==> config.mk <==
export PLATFORM = sky130hd
export DESIGN_NAME = id_ex_stage
export DESIGN_NICKNAME = d
export VERILOG_FILES = /design/src/rtl/id_ex_stage.sv
export SDC_FILE = /design/constraint.sdc
export NUM_CORES = 1
export LEC_CHECK = 0
export CAP_MARGIN = 20
export CORE_MARGIN = 2
export CORE_UTILIZATION = 39
export CTS_BUF_LIST = sky130_fd_sc_hd__clkbuf_16
export DETAILED_ROUTE_END_ITERATION = 12
export PLACE_DENSITY = 0.78
export SLEW_MARGIN = 25
export SYNTH_ARGS = -nofsm -noshare
export SYNTH_HDL_FRONTEND = slang
export SYNTH_SLANG_ARGS = --single-unit
==> constraint.sdc <==
create_clock -name clk -period 2.27 [get_ports clk]
set_clock_uncertainty 0.05 [all_clocks]
set_input_delay 0.3405 -clock clk [delete_from_list [all_inputs] [get_ports clk]]
set_output_delay 0.3405 -clock clk [all_outputs]
set_load 0.005 [all_outputs]
==> src/rtl/id_ex_stage.sv <==
// id_ex_stage: ID/EX pipeline register with ALU-control decode, MEM/WB operand forwarding and load-use detection.
module id_ex_stage #(
    parameter int DATA_W = 32,
    parameter int REG_AW = 5
) (
    input  logic              clk,
    input  logic              rst_n,
    input  logic              id_valid,
    input  logic [5:0]        id_opcode,
    input  logic [5:0]        id_funct,
    input  logic [REG_AW-1:0] id_rs,
    input  logic [REG_AW-1:0] id_rt,
    input  logic [REG_AW-1:0] id_rd,
    input  logic [DATA_W-1:0] id_rs_data,
    input  logic [DATA_W-1:0] id_rt_data,
    input  logic [15:0]       id_imm16,
    input  logic              stall_in,
    input  logic              flush,
    input  logic              mem_regwrite,
    input  logic [REG_AW-1:0] mem_dst,
    input  logic [DATA_W-1:0] mem_result,
    input  logic              wb_regwrite,
    input  logic [REG_AW-1:0] wb_dst,
    input  logic [DATA_W-1:0] wb_result,
    output logic              ex_valid,
    output logic [3:0]        ex_aluctl,
    output logic [DATA_W-1:0] ex_in1,
    output logic [DATA_W-1:0] ex_in2,
    output logic [DATA_W-1:0] ex_store_data,
    output logic [REG_AW-1:0] ex_dst,
    output logic              ex_regwrite,
    output logic              ex_memread,
    output logic              ex_memwrite,
    output logic              ex_branch,
    output logic              ex_illegal,
    output logic              load_use_stall
);
    typedef struct packed {
        logic              valid;
        logic [3:0]        aluctl;
        logic [REG_AW-1:0] rs;
        logic [REG_AW-1:0] rt;
        logic [REG_AW-1:0] dst;
        logic [DATA_W-1:0] rs_data;
        logic [DATA_W-1:0] rt_data;
        logic [DATA_W-1:0] imm;
        logic              use_imm;
        logic              regwrite;
        logic              memread;
        logic              memwrite;
        logic              branch;
        logic              illegal;
    } ex_t;

    ex_t ex_q, ex_d, cap;
    logic [3:0] r_ctl, ctl;
    logic r_ok, wr, mr, mw, br, ill, uimm, sext, dst_rd, uses_rt;
    logic [DATA_W-1:0] rt_fwd;

    always_comb begin
        r_ok = 1'b1;
        case (id_funct)
            6'h20: r_ctl = 4'b0010;
            6'h22: r_ctl = 4'b0110;
            6'h24: r_ctl = 4'b0000;
            6'h25: r_ctl = 4'b0001;
            6'h26: r_ctl = 4'b1111;
            6'h27: r_ctl = 4'b1100;
            6'h2A: r_ctl = 4'b0111;
            6'h18: r_ctl = 4'b1000;
            default: begin r_ctl = 4'b0000; r_ok = 1'b0; end
        endcase
    end

    always_comb begin
        {ctl, wr, mr, mw, br, ill, uimm, sext, dst_rd} = '0;
        case (id_opcode)
            6'h00: begin ctl = r_ctl; wr = r_ok; ill = !r_ok; dst_rd = 1'b1; end
            6'h08: begin ctl = 4'b0010; wr = 1'b1; uimm = 1'b1; sext = 1'b1; end
            6'h0C: begin ctl = 4'b0000; wr = 1'b1; uimm = 1'b1; end
            6'h0D: begin ctl = 4'b0001; wr = 1'b1; uimm = 1'b1; end
            6'h23: begin ctl = 4'b0010; wr = 1'b1; mr = 1'b1; uimm = 1'b1; sext = 1'b1; end
            6'h2B: begin ctl = 4'b0010; mw = 1'b1; uimm = 1'b1; sext = 1'b1; end
            6'h04: begin ctl = 4'b0110; br = 1'b1; end
            default: ill = 1'b1;
        endcase
    end

    assign uses_rt = id_opcode == 6'h00 || id_opcode == 6'h2B || id_opcode == 6'h04;

    // Control bits are qualified by id_valid at capture so an idle slot never carries stray writes.
    always_comb begin
        cap          = '0;
        cap.valid    = id_valid;
        cap.aluctl   = ctl;
        cap.rs       = id_rs;
        cap.rt       = id_rt;
        cap.dst      = dst_rd ? id_rd : id_rt;
        cap.rs_data  = id_rs_data;
        cap.rt_data  = id_rt_data;
        cap.imm      = sext ? {{(DATA_W-16){id_imm16[15]}}, id_imm16} : {{(DATA_W-16){1'b0}}, id_imm16};
        cap.use_imm  = uimm;
        cap.regwrite = id_valid && wr && cap.dst != '0;
        cap.memread  = id_valid && mr;
        cap.memwrite = id_valid && mw;
        cap.branch   = id_valid && br;
        cap.illegal  = id_valid && ill;
    end

    assign ex_d = flush ? '0 : stall_in ? ex_q : load_use_stall ? '0 : cap;

    always_ff @(posedge clk or negedge rst_n) begin
        if (!rst_n) ex_q <= '0;
        else ex_q <= ex_d;
    end

    function automatic logic [DATA_W-1:0] fwd(input logic [REG_AW-1:0] idx, input logic [DATA_W-1:0] rf);
        return (mem_regwrite && mem_dst != '0 && mem_dst == idx) ? mem_result :
               (wb_regwrite && wb_dst != '0 && wb_dst == idx) ? wb_result : rf;
    endfunction

    assign rt_fwd         = fwd(ex_q.rt, ex_q.rt_data);
    assign ex_in1         = fwd(ex_q.rs, ex_q.rs_data);
    assign ex_in2         = ex_q.use_imm ? ex_q.imm : rt_fwd;
    assign ex_store_data  = rt_fwd;
    assign ex_valid       = ex_q.valid;
    assign ex_aluctl      = ex_q.aluctl;
    assign ex_dst         = ex_q.dst;
    assign ex_regwrite    = ex_q.valid && ex_q.regwrite;
    assign ex_memread     = ex_q.valid && ex_q.memread;
    assign ex_memwrite    = ex_q.valid && ex_q.memwrite;
    assign ex_branch      = ex_q.valid && ex_q.branch;
    assign ex_illegal     = ex_q.valid && ex_q.illegal;
    assign load_use_stall = ex_q.valid && ex_q.memread && ex_q.dst != '0 && id_valid &&
                            (ex_q.dst == id_rs || (ex_q.dst == id_rt && uses_rt));
endmodule

==> results.yml <==
timing:
  hold_violations: 21
  finalSetupViolations: 96
  fmaxAchievable_mhz: 337
  worstMarginPinSlew_ns: 0.647
  final.setup.worst_slack_ns: -0.700
  fraction_of_the_cycle_the_final_worst_path_needs_pct: 131
  layout_min_cycle_time_ns: 2.97
  timing.final.max_slew_violations: 0
  relSlewSlack_pct: 56.8
  fin_hold_ws_ns: -0.0331
  grt_setup_unrepaired: "yes"
floorplanning:
  dieArea_sq_um: 18500
  floorplan.rows: 48
  floorplan_core_area_sq_um: 17200
  start_util_pct: 39.5
  fp.dieW_microns: 136
  die_height_microns: 136
  design.portCount: 300
yosys:
  synth_cells: 702
  synth_seq_area_share_pct: 39.5
  synthDominantCellAreaShare_pct: 39.5
  netlist_area_before_placement_sq_um: 6790
  synth_most_common_cell: "dfrtp_1"
  dominant_register_cell_in_the_synthesized_netlist: "dfrtp_1"
  synth_warnings: 0
  yosys-mux-area-fraction_pct: 5.55
  synth-simple-area-share_pct: 12.4
  synthXorXnorAreaFrac_pct: 4.13
  syn_avg_cell_area_sq_um: 9.67
  synth_edf_count: 0
  yosys.area_share.adder_pct: 0.148
  yosys-top-cells-count: "107 x dfrtp_1, 104 x nor2_1, 100 x a32o_1"
  synth-compound-area-share_pct: 31.8
  post_synth_main_area_contributors: "dfrtp_1 39%, a32o_1 15%, nor2_1 5.8%"
  dominant_combinational_cell_family_by_area_after_synthesis: "compound AO/OA/AOI/OAI gates"
  postSynth.asyncResetShare_pct: 100
  yosys_top_cell_by_area: "dfrtp_1"
  yosys_register_bits: 107
  post_synth_num_cell_types: 52
  mappedNetlistNets: 890
outcome:
  result_of_the_run: "finished, violations left"
  violations: "hold timing, setup timing"
worst_setup_path:
  worstPathMaxFanout: 8
  start_kind: "flop"
  setup.worst_path.end_class: "primary output"
  critPathCapture: "ex_in1[21]"
  regToRegSetupSlack_ns: 0.16
  required_ns: 1.88
  ff2ff_path_depth: 6
  worst_ep_arrival_time_ns: 2.58
  r2r_end: "ex_q[57]$_DFFE_PN0P_"
  reg2reg_from: "ex_dst[3]$_DFFE_PN0P_"
  cp_startpoint: "ex_q[113]$_DFFE_PN0P_"
  setup.worst_path.class: "reg -> out"
grt:
  first_global_vias: 8219
  grt.met2_usage_pct: 53.4
  grt_start_max_net_pins: 108
  global_route.overflow_total: 0
  global_routing_s_busiest_layer: "met2"
  groute.layer.met3.usage_pct: 14.1
  grt_first_pass_wirelength_microns: 48800
  grt_antenna_before_repair: 7
  grt.met1_usage_pct: 40.0
  gr-usage-all-layers_pct: 35.0
power_and_ir_drop:
  p_seq_share_pct: 37.1
  power.internal_mw: 3.96
  combPwrFrac_pct: 32.3
  pwr_density_cell_nw_per_um2: 428
  power.share.switching_pct: 29.5
  power.leakage_nw: 5.64
  power_mw: 5.63
  netSwitchingPower_mw: 1.66
  clockPowerShare_pct: 30.6
  vdd_drop_max_uv: 383
cells_and_area:
  instances_no_fill: 1377
  layout.nets: 1330
  area.growth.synth_to_final_pct: 93.7
  fillers: 989
  layout-drive-gt1-share_pct: 45.1
clock_network:
  tritoncts.num_buffers: 9
  worstSkewPairLatency_ns: 0.36
  clockBufferDepth: 2
  cts_htree_levels: 3
  number_of_sinks_handled_by_clock_tree_synthesis: 107
  cts_tree: "built"
  clk_transition_reported_paths_ns: 0.07
  cts_root_buffer: "clkbuf_16"
routing:
  dr.first_iter.drc_count: 921
  drt_pass1_iterations: 8
  final_antenna_net_count: 0
  post_drt_wl_per_cell_microns: 26.9
  wirelength_microns: 37000
  via_per_inst: 6.31
  drc_errors: 0
  num_vias: 8687
placement:
  numPortBuffers: 299
  post_dp_hpwl_microns: 19000
  gp_congestion: 0.926
  place.detailed.instances: 1226
min_path:
  hold_path.class: "in -> async"
flow_run:
  maxCapViolations: 0
==> layout by cell type, fill, tap and decap left out, drive strengths merged, types with 5 or more instances in the layout <==
| master | count |
|---|---|
| buf | 312 |
| clkdlybuf4s50 | 187 |
| dfrtp | 107 |
| nor2 | 104 |
| a32o | 100 |
| a21oi | 36 |
| a211oi | 33 |
| a21boi | 32 |
| mux2i | 32 |
| o31ai | 32 |
| nand2 | 23 |
| xnor2 | 22 |
| clkbuf | 14 |
| xor2 | 10 |
| nor3 | 10 |
| or4 | 7 |
| and2 | 7 |
| a22o | 6 |
| diode | 5 |
| mux2 | 5 |
| inv | 5 |
| o21ai | 5 |
==> layer usage <==
layer  routed length, microns  share of wire [%]  vias up
met1                    12800                 35     4221
li1                         -                  -     3561
met5                       46               0.12        -
met2                    16500                 45      675
met3                     4510                 12      224
met4                     3090                8.3        6
==> metrics by stage <==
stage	util [%]	setup TNS [ns]	instance area [sq um]	setup WS, ns
6_report	76.5	-46.07	13100	-0.700
2_1_floorplan	-	-0.983	6900	-0.0392
3_5_place_dp	61.8	-121.07	10600	-1.17
3_3_place_gp	61.8	-116.20	10600	-1.15
4_1_cts	72.0	-44.46	12400	-0.678
5_1_grt	76.5	-51.04	13100	-0.750
==> worst min-delay path by stage <==
stage / endpoint / slack (ns) / depth (start not counted)
2_1_floorplan: ex_aluctl[0]$_DFFE_PN0P_ / -0.005 / 0
3_3_place_gp: ex_q[53]$_DFFE_PN0P_ / 0.42 / 1
3_5_place_dp: ex_aluctl[3]$_DFFE_PN0P_ / 0.42 / 2
4_1_cts: ex_aluctl[3]$_DFFE_PN0P_ / 0.03 / 2
5_1_grt: ex_q[47]$_DFFE_PN0P_ / 0.04 / 2
6_report: ex_q[14]$_DFFE_PN0P_ / -0.03 / 2
==> cells by family (layout without fill, tap and decap cells) <==
group,count (synthesis),after routing
AOI/OAI and AO/OA,259,259
and+or+nand+nor,180,180
DFF,107,107
buffers and inverters,86,531
muxes,37,37
xor gates and xnor gates,32,32
adders and majority gates,1,1
other,0,5
==> repair_timing <==
| item | CTS | global route |
|---|---|---|
| hold buffers | 0 | 0 |
| pin swaps | 99 | 65 |
| gates cloned | 15 | 0 |
| endpoints found under the hold margin | 0 | 0 |
| resized for setup | 621 | 186 |
| setup endpoints to repair | 97 | 106 |
| buffers inserted | 80 | 59 |
==> state kept, by name (all words and copies together) (netlist names) <==
register,flops
ex_aluctl,4
ex_q,97
ex_dst,5
ex_valid,1
==> power groups by stage <==
stage          clock (mW)  combinational, mW  sequential [mW]
4_1_cts              1.71               1.59             2.07
3_5_place_dp            0               1.43             2.10
5_1_grt              1.79               1.90             2.09
3_3_place_gp            0               1.41             2.10
2_1_floorplan           0              0.506             2.09
6_report             1.72               1.82             2.08
==> critical path: stages, from the launching register on <==
cell and delay [ns]:
dfrtp_1 0.43, buf_6 0.14, xnor2_2 0.16, nand3_2 0.12, nor4_4 0.36, buf_12 0.17, buf_4 0.13, buf_12 0.15
mux2i_1 0.29, a21oi_2 0.11, buf_2 0.14
==> layout make-up <==
class / instances / area (sq um) / area share (%)
clock buffers: 9 / 225 / 1.71
repair buffers: 511 / 4940 / 37.6
diodes: 5 / 12.5 / 0.0952
clock inverters: 7 / 83.8 / 0.638
flip-flops and latches: 107 / 2680 / 20.4
inverters: 4 / 15.0 / 0.114
well taps: 225 / 282 / 2.14
multi-input cells: 509 / 4900 / 37.3
Note: power is estimated with default switching activity, not from simulation.
